==> src/rtl/stopwatch_lap_ctrl_if.sv <==
// stopwatch_lap_ctrl_if: control, timer and display signals of the stopwatch lap controller.
// master = stopwatch environment (drives buttons/time), slave = controller.
interface stopwatch_lap_ctrl_if #(
  parameter int unsigned TIME_W    = 24,
  parameter int unsigned LAP_DEPTH = 4
);
  localparam int unsigned CNT_W = $clog2(LAP_DEPTH) + 1;
  localparam int unsigned IDX_W = $clog2(LAP_DEPTH);

  logic              clk_en;
  logic              start_pause_btn;
  logic              lap_btn;
  logic              reset_btn;
  logic [TIME_W-1:0] time_in;
  logic              counting;
  logic              reset_timer;
  logic [TIME_W-1:0] display_time;
  logic [CNT_W-1:0]  lap_count;
  logic [IDX_W-1:0]  lap_index;
  logic              lap_overflow;
  logic [2:0]        state_out;

  modport master (
    output clk_en, start_pause_btn, lap_btn, reset_btn, time_in,
    input  counting, reset_timer, display_time, lap_count, lap_index,
           lap_overflow, state_out
  );

  modport slave (
    input  clk_en, start_pause_btn, lap_btn, reset_btn, time_in,
    output counting, reset_timer, display_time, lap_count, lap_index,
           lap_overflow, state_out
  );
endinterface

==> src/rtl/stopwatch_lap_ctrl.sv <==
// stopwatch_lap_ctrl: start/pause/lap/reset control for a stopwatch with a lap buffer.
// Optional macro STOPWATCH_LAP_RECALL_EN adds the RECALL state for reading laps back in PAUSE.
module stopwatch_lap_ctrl #(
  parameter int unsigned TIME_W     = 24,
  parameter int unsigned LAP_DEPTH  = 4,
  parameter int unsigned HOLD_TICKS = 2000
) (
  input  logic                clk,
  input  logic                rst,
  stopwatch_lap_ctrl_if.slave bus
);
  localparam int unsigned CNT_W  = $clog2(LAP_DEPTH) + 1;
  localparam int unsigned IDX_W  = $clog2(LAP_DEPTH);
  localparam int unsigned HOLD_W = $clog2(HOLD_TICKS + 1);

  localparam logic [2:0] ST_IDLE   = 3'd0;
  localparam logic [2:0] ST_RUN    = 3'd1;
  localparam logic [2:0] ST_SPLIT  = 3'd2;
  localparam logic [2:0] ST_PAUSE  = 3'd3;
  localparam logic [2:0] ST_RECALL = 3'd4;

  logic [2:0]                      r_state;
  logic [2:0]                      w_state_nxt;
  logic                            r_sp_prev;
  logic                            r_lap_prev;
  logic                            w_rb_low;
  logic                            w_sp_ev;
  logic                            w_lap_ev;
  logic                            w_capture;
  logic                            w_store;
  logic [HOLD_W-1:0]               r_hold;
  logic [HOLD_W-1:0]               w_hold_nxt;
  logic [TIME_W-1:0]               r_split;
  logic [TIME_W-1:0]               w_split_nxt;
  logic [LAP_DEPTH-1:0][TIME_W-1:0] r_buf;
  logic [CNT_W-1:0]                r_lap_count;
  logic [CNT_W-1:0]                w_lap_count_nxt;
  logic [IDX_W-1:0]                r_lap_index;
  logic [IDX_W-1:0]                w_lap_index_nxt;
  logic                            r_overflow;
  logic                            w_overflow_nxt;
  logic                            r_counting;
  logic                            w_counting_nxt;
  logic                            r_reset_timer;
  logic                            w_reset_timer_nxt;
  logic [TIME_W-1:0]               r_display;
  logic [TIME_W-1:0]               w_display_nxt;

  // Prioritised button events: reset level masks everything, start/pause masks lap.
  assign w_rb_low = ~bus.reset_btn;
  assign w_sp_ev  = ~w_rb_low & r_sp_prev & ~bus.start_pause_btn;
  assign w_lap_ev = ~w_rb_low & ~w_sp_ev & r_lap_prev & ~bus.lap_btn;

  // State register; advances only on clk_en cycles.
  always_ff @(posedge clk or posedge rst) begin
    if (rst) begin
      r_state <= ST_IDLE;
    end else if (bus.clk_en) begin
      r_state <= w_state_nxt;
    end
  end

  // Next-state decode.
  always_comb begin
    w_state_nxt = r_state;
    if (w_rb_low) begin
      w_state_nxt = ST_IDLE;
    end else begin
      case (r_state)
        ST_IDLE: begin
          if (w_sp_ev) w_state_nxt = ST_RUN;
        end
        ST_RUN: begin
          if (w_sp_ev)       w_state_nxt = ST_PAUSE;
          else if (w_lap_ev) w_state_nxt = ST_SPLIT;
        end
        ST_SPLIT: begin
          if (w_sp_ev)                     w_state_nxt = ST_PAUSE;
          else if (w_lap_ev)               w_state_nxt = ST_SPLIT;
          else if (r_hold == HOLD_W'(1))   w_state_nxt = ST_RUN;
        end
        ST_PAUSE: begin
          if (w_sp_ev) w_state_nxt = ST_RUN;
`ifdef STOPWATCH_LAP_RECALL_EN
          else if (w_lap_ev && (r_lap_count != '0)) w_state_nxt = ST_RECALL;
`endif
        end
`ifdef STOPWATCH_LAP_RECALL_EN
        ST_RECALL: begin
          if (w_sp_ev) w_state_nxt = ST_PAUSE;
        end
`endif
        default: w_state_nxt = ST_IDLE;
      endcase
    end
  end

  // Next values of the datapath registers and the registered outputs.
  always_comb begin
    w_capture         = 1'b0;
    w_store           = 1'b0;
    w_hold_nxt        = r_hold;
    w_split_nxt       = r_split;
    w_lap_count_nxt   = r_lap_count;
    w_lap_index_nxt   = r_lap_index;
    w_overflow_nxt    = r_overflow;
    w_reset_timer_nxt = w_rb_low;
    w_counting_nxt    = (w_state_nxt == ST_RUN) || (w_state_nxt == ST_SPLIT);
    w_display_nxt     = bus.time_in;

    if (w_rb_low) begin
      w_hold_nxt      = '0;
      w_lap_count_nxt = '0;
      w_lap_index_nxt = '0;
      w_overflow_nxt  = 1'b0;
    end else begin
      w_capture = w_lap_ev && ((r_state == ST_RUN) || (r_state == ST_SPLIT));
      w_store   = w_capture && (r_lap_count < CNT_W'(LAP_DEPTH));
      if (w_capture) begin
        w_split_nxt = bus.time_in;
        w_hold_nxt  = HOLD_W'(HOLD_TICKS);
        if (w_store) w_lap_count_nxt = r_lap_count + CNT_W'(1);
        else         w_overflow_nxt  = 1'b1;
      end else if (r_state == ST_SPLIT) begin
        w_hold_nxt = (w_sp_ev || (r_hold == '0)) ? '0 : r_hold - HOLD_W'(1);
      end
`ifdef STOPWATCH_LAP_RECALL_EN
      if ((r_state == ST_RECALL) && w_lap_ev) begin
        w_lap_index_nxt = ((CNT_W'(r_lap_index) + CNT_W'(1)) == r_lap_count) ?
                          '0 : r_lap_index + IDX_W'(1);
      end
`endif
      if (w_state_nxt != ST_RECALL) w_lap_index_nxt = '0;
    end

    case (w_state_nxt)
      ST_SPLIT:  w_display_nxt = w_split_nxt;
`ifdef STOPWATCH_LAP_RECALL_EN
      ST_RECALL: w_display_nxt = r_buf[w_lap_index_nxt];
`endif
      default:   w_display_nxt = bus.time_in;
    endcase
  end

  // Button history, hold counter, split register and registered outputs.
  always_ff @(posedge clk or posedge rst) begin
    if (rst) begin
      r_sp_prev     <= 1'b1;
      r_lap_prev    <= 1'b1;
      r_hold        <= '0;
      r_split       <= '0;
      r_lap_count   <= '0;
      r_lap_index   <= '0;
      r_overflow    <= 1'b0;
      r_counting    <= 1'b0;
      r_reset_timer <= 1'b1;
      r_display     <= '0;
    end else if (bus.clk_en) begin
      r_sp_prev     <= bus.start_pause_btn;
      r_lap_prev    <= bus.lap_btn;
      r_hold        <= w_hold_nxt;
      r_split       <= w_split_nxt;
      r_lap_count   <= w_lap_count_nxt;
      r_lap_index   <= w_lap_index_nxt;
      r_overflow    <= w_overflow_nxt;
      r_counting    <= w_counting_nxt;
      r_reset_timer <= w_reset_timer_nxt;
      r_display     <= w_display_nxt;
    end
  end

  // Lap buffer; only cleared by the hard reset, rewritten from entry 0 after a reset_btn.
  always_ff @(posedge clk or posedge rst) begin
    if (rst) begin
      r_buf <= '0;
    end else if (bus.clk_en && w_store) begin
      r_buf[r_lap_count[IDX_W-1:0]] <= bus.time_in;
    end
  end

`ifndef STOPWATCH_LAP_RECALL_EN
  // Without read-back the buffer is kept but has no reader.
  logic w_unused_buf;
  assign w_unused_buf = ^r_buf;
`endif

  assign bus.counting     = r_counting;
  assign bus.reset_timer  = r_reset_timer;
  assign bus.display_time = r_display;
  assign bus.lap_count    = r_lap_count;
  assign bus.lap_index    = r_lap_index;
  assign bus.lap_overflow = r_overflow;
  assign bus.state_out    = r_state;
endmodule

==> src/flat_wrapper.sv <==
// flat-port wrapper written by rule: the top's interface ports become plain ports
module stopwatch_lap_ctrl_flat 
#(
  parameter int unsigned TIME_W     = 24,
  parameter int unsigned LAP_DEPTH  = 4,
  parameter int unsigned HOLD_TICKS = 2000
)
  (clk, rst, bus_clk_en, bus_start_pause_btn, bus_lap_btn, bus_reset_btn, bus_time_in, bus_counting, bus_reset_timer, bus_display_time, bus_lap_count, bus_lap_index, bus_lap_overflow, bus_state_out);
  stopwatch_lap_ctrl_if #(.TIME_W(TIME_W), .LAP_DEPTH(LAP_DEPTH)) bus_i ();
  input  logic clk;
  input  logic rst;
  input wire logic [$bits(bus_i.clk_en)-1:0] bus_clk_en;
  input wire logic [$bits(bus_i.start_pause_btn)-1:0] bus_start_pause_btn;
  input wire logic [$bits(bus_i.lap_btn)-1:0] bus_lap_btn;
  input wire logic [$bits(bus_i.reset_btn)-1:0] bus_reset_btn;
  input wire logic [$bits(bus_i.time_in)-1:0] bus_time_in;
  output wire logic [$bits(bus_i.counting)-1:0] bus_counting;
  output wire logic [$bits(bus_i.reset_timer)-1:0] bus_reset_timer;
  output wire logic [$bits(bus_i.display_time)-1:0] bus_display_time;
  output wire logic [$bits(bus_i.lap_count)-1:0] bus_lap_count;
  output wire logic [$bits(bus_i.lap_index)-1:0] bus_lap_index;
  output wire logic [$bits(bus_i.lap_overflow)-1:0] bus_lap_overflow;
  output wire logic [$bits(bus_i.state_out)-1:0] bus_state_out;
  assign bus_i.clk_en = bus_clk_en;
  assign bus_i.start_pause_btn = bus_start_pause_btn;
  assign bus_i.lap_btn = bus_lap_btn;
  assign bus_i.reset_btn = bus_reset_btn;
  assign bus_i.time_in = bus_time_in;
  assign bus_counting = bus_i.counting;
  assign bus_reset_timer = bus_i.reset_timer;
  assign bus_display_time = bus_i.display_time;
  assign bus_lap_count = bus_i.lap_count;
  assign bus_lap_index = bus_i.lap_index;
  assign bus_lap_overflow = bus_i.lap_overflow;
  assign bus_state_out = bus_i.state_out;
  stopwatch_lap_ctrl #(.TIME_W(TIME_W), .LAP_DEPTH(LAP_DEPTH), .HOLD_TICKS(HOLD_TICKS)) u_core (.clk(clk), .rst(rst), .bus(bus_i));
endmodule
==> config.mk <==
export PLATFORM = sky130hd
export DESIGN_NAME = stopwatch_lap_ctrl_flat
export DESIGN_NICKNAME = d
export VERILOG_FILES = /design/src/rtl/stopwatch_lap_ctrl_if.sv /design/src/rtl/stopwatch_lap_ctrl.sv /design/src/flat_wrapper.sv
export SDC_FILE = /design/constraint.sdc
export NUM_CORES = 1
export LEC_CHECK = 0
export ABC_CLOCK_PERIOD_IN_PS = 5700
export CAP_MARGIN = 5
export CELL_PAD_IN_SITES_DETAIL_PLACEMENT = 0
export CELL_PAD_IN_SITES_GLOBAL_PLACEMENT = 1
export CORE_AREA = 2 2 95 97
export DETAILED_ROUTE_END_ITERATION = 12
export DIE_AREA = 0 0 97 99
export PLACE_DENSITY = 0.94
export SLEW_MARGIN = 10
export SYNTH_ARGS = -nofsm -noshare
export SYNTH_HDL_FRONTEND = slang
export SYNTH_SLANG_ARGS = --single-unit
==> constraint.sdc <==
create_clock -name clk -period 5.7 [get_ports clk]
set_input_delay 0.57 -clock clk [delete_from_list [all_inputs] [get_ports clk]]
set_output_delay 0.57 -clock clk [all_outputs]
set_load 0.05 [all_outputs]
==> flow_summary_export.csv <==
group,metric,value,unit
route,avgViaCountPerCell,5.52,
place,hpwl,5170,µm
power,p_per_area,372,nW/µm²
clocking,ctsResizeCount,0,
route,postRouteAntennaNets,0,
route,vias,2919,
power,irDropWorstVdd,0.177,mV
logic_synthesis,avgSynthCellArea,10.1,µm²
logic_synthesis,synth.distinct_cells,51,
global_routing,grt_usage,0.172,
logic_synthesis,yosysWarnings,0,
place,place.gp.congestion,0.859,
timing,period_share,0.500,
timing,holdWs,0.492,ns
timing,rsz0062_at_grt,"no",
power,comb_power_share,0.350,
floorplan,rows,34,
worst_setup_path,crit_required,5.92,ns
clocking,cts_buffer_depth,2,
global_routing,gr-total-overflow,0,
outcome,run_status,"finished clean",
floorplan,dieHeight,99,µm
route,drt_wl_total,8100,µm
worst_setup_path,crit_path_top_delay_cell,"clkdlybuf4s50_1",
cells_and_area,syn_to_final_growth,23.6,%
route,drtIter0Drc,162,
worst_setup_path,criticalPathCategory,"in -> reg",
power,swShare,0.357,
global_routing,antenna_found_initial,0,
logic_synthesis,synth_ff_type,"dfrtp_1",
route,drt-pass1-iter-count,5,
hold_path,hold_class,"reg -> reg",
clocking,cts_root_buffer,"clkbuf_8",
route,wl_per_cell,15.3,µm
timing,tns,0,ns
route,drcViolationCount,0,
place,io_buffers,62,
worst_setup_path,critPathMaxFanout,24,
global_routing,busiest_layer,"met2",
clocking,clk_pin_slew,0.07,ns
timing,min_period,2.85,ns
global_routing,globalRouteMet3Util,0.0426,
floorplan,die-area,9600,µm²
timing,hold_violations,0,
worst_setup_path,crit_arrival,3.07,ns
clocking,post-cts-setup-buffers,0,
cells_and_area,final_layout_size_suffix_gt1_frac,0.128,
clocking,cts_tree,"done",
clocking,cts_hold_buf,0,
global_routing,grt_max_degree,75,
worst_setup_path,path_cells,"clkdlybuf4s50_1 -> nand2b_1 -> nand3_2 -> nor3_4 -> nand2_2 -> mux2_1",
worst_setup_path,start_kind,"primary input",
worst_setup_path,cp-end-kind,"flop",
global_routing,gr-usage-met1,0.239,
global_routing,met2_usage,0.273,
cells_and_area,final_nets,451,
clocking,cts_sinks,70,
clocking,clk_latency,0.34,ns
logic_synthesis,synth-seq-area-share,0.477,
timing,clock.fmax,351,MHz
floorplan,ios,65,
floorplan,start_util,0.431,
power,p_leak,1.91,nW
power,p_int,1.09,mW
global_routing,grt_pass1_wl,13800,µm
power,power_frac_clock,0.264,
logic_synthesis,synth_area,3680,µm²
clocking,cts_buffers,9,
logic_synthesis,postSynthCellCount,366,
floorplan,die_x,97,µm
timing,slew-limit-headroom,0.403,
cells_and_area,antennaDiodeCount,0,
clocking,htreeDepth,3,
logic_synthesis,synth_edf_count,0,
timing,drv_slew,0,
logic_synthesis,ys_seq_elements,70,
worst_setup_path,cp_slowest_stage_delay,0.52,ns
timing,tightest_slew,0.895,ns
power,p_sw,0.605,mW
run,cap_violations,0,
global_routing,grt_pass1_vias,2882,
floorplan,coreArea,8550,µm²
power,pwr-share-seq,0.387,
logic_synthesis,synthArstFlopShare,1.00,
worst_setup_path,rrSetupSlack,3.20,ns
timing,setup-violations-final,0,
timing,fin_skew,0.0119,ns
[critical path, delay by kind of cell]
family / cells / cell delay, ns
buf+inv: 1 / 0.52
simple gates: 4 / 1.49
mux: 1 / 0.48
[metrics by stage]
| step | power [mW] | area [µm²] | worst slack (ns) | instances | utilization |
|---|---|---|---|---|---|
| finish | 1.70 | 4550 | 2.85 | 529 | 0.532 |
| global route | 1.80 | 4550 | 2.67 | 529 | 0.532 |
| floorplan | 1.10 | 3690 | 3.37 | 367 | - |
| detailed placement | 1.25 | 4330 | 2.52 | 514 | 0.506 |
| CTS | 1.70 | 4550 | 2.85 | 529 | 0.532 |
| global placement | 1.24 | 4330 | 2.60 | 514 | 0.506 |
[routing by layer]
layer	vias to the layer above	share of wire
met5	-	0
li1	1420	-
met2	81	0.47
met1	1410	0.46
met4	0	0.0086
met3	8	0.060
[worst paths after layout]
path                                          start                      end  cells past startpoint
worst min register to register   u_core.r_split[14]       u_core.r_split[14]                      1
worst max register to register    u_core.r_lap_prev        u_core.r_split[4]                      5
worst min-delay path             u_core.r_split[14]       u_core.r_split[14]                      1
worst max-delay path            bus_start_pause_btn        u_core.r_split[4]                      6
min in group asynchronous                       rst  u_core.bus.state_out[2]                      3
max in group asynchronous                       rst         u_core.r_hold[3]                      3
[power groups by stage]
stage / registers [mW] / clock network, mW / logic, mW
6_report: 0.655 / 0.447 / 0.593
5_1_grt: 0.668 / 0.476 / 0.653
2_1_floorplan: 0.720 / 0 / 0.385
3_3_place_gp: 0.658 / 0 / 0.579
3_5_place_dp: 0.664 / 0 / 0.589
4_1_cts: 0.655 / 0.455 / 0.592
[flip-flops by register name (all words and copies together), names as in the netlist]
signal                   count
u_core.r_lap_prev            1
u_core.bus.reset_timer       1
u_core.r_sp_prev             1
u_core.bus.counting          1
u_core.bus.lap_overflow      1
u_core.bus.lap_count         3
u_core.bus.state_out         3
u_core.bus.display_time     24
u_core.r_split              24
u_core.r_hold               11
[layout by cell type (no fill, tap or decap), types with 2 or more instances in the layout]
master           netlist  routed
o211ai_1               5       5
nand4_1                6       6
o311ai_0               3       3
nor2b_1                7       7
ha_1                   4       4
o31a_1                24      24
nor4_1                 4       4
mux2_2                19      19
nor4b_2                2       2
nand3_1                4       4
a22o_1                 4       4
conb_1                 1       2
mux2_1                 8       8
inv_1                 31      30
and3b_1                2       2
o21ai_0               11      11
nor3_1                 6       6
nor2_1                33      33
buf_4                  4       5
bufinv_16              0       2
dfstp_2                3       3
clkbuf_8               0      10
nand2b_1               3       3
a31oi_1                4       4
nand2_1                5       5
a21oi_1               32      32
o21ai_1               20      20
o2bb2ai_1              7       7
a21o_1                 3       3
clkdlybuf4s50_1        0      61
dfrtp_1               67      67
[synthesized netlist by cell type, drive strengths merged, types with 7 or more instances]
master	number	area, µm²
o2bb2ai	7	61.3
buf	19	130
nor2	33	124
nor3	8	56.3
a21oi	32	160
nor2b	7	43.8
dfrtp	67	1680
o21ai	31	155
mux2	27	304
inv	31	116
o31a	24	210
clkbuf	9	33.8
[cells by family after synthesis]
family,after synthesis,share of synthesized area
XOR/XNOR,1,0.00238
multiplexers,27,0.0826
adder cells (fa/ha/maj),4,0.0136
AO/OA/AOI/OAI,120,0.218
AND/OR/NAND/NOR,84,0.129
buffers and inverters,59,0.0761
other,1,0.00102
flip-flops,70,0.477
[area by class of cell]
type                       instances  area [µm²]
fill                             759        4000
clock buffer                      10         138
timing repair buffer              67         653
inverter                          31         116
clock inverter                     5        82.6
sequential                        70        1760
tap                              108         135
multi-input combinational        238        1670
Note: power is estimated with default switching activity, not from simulation.
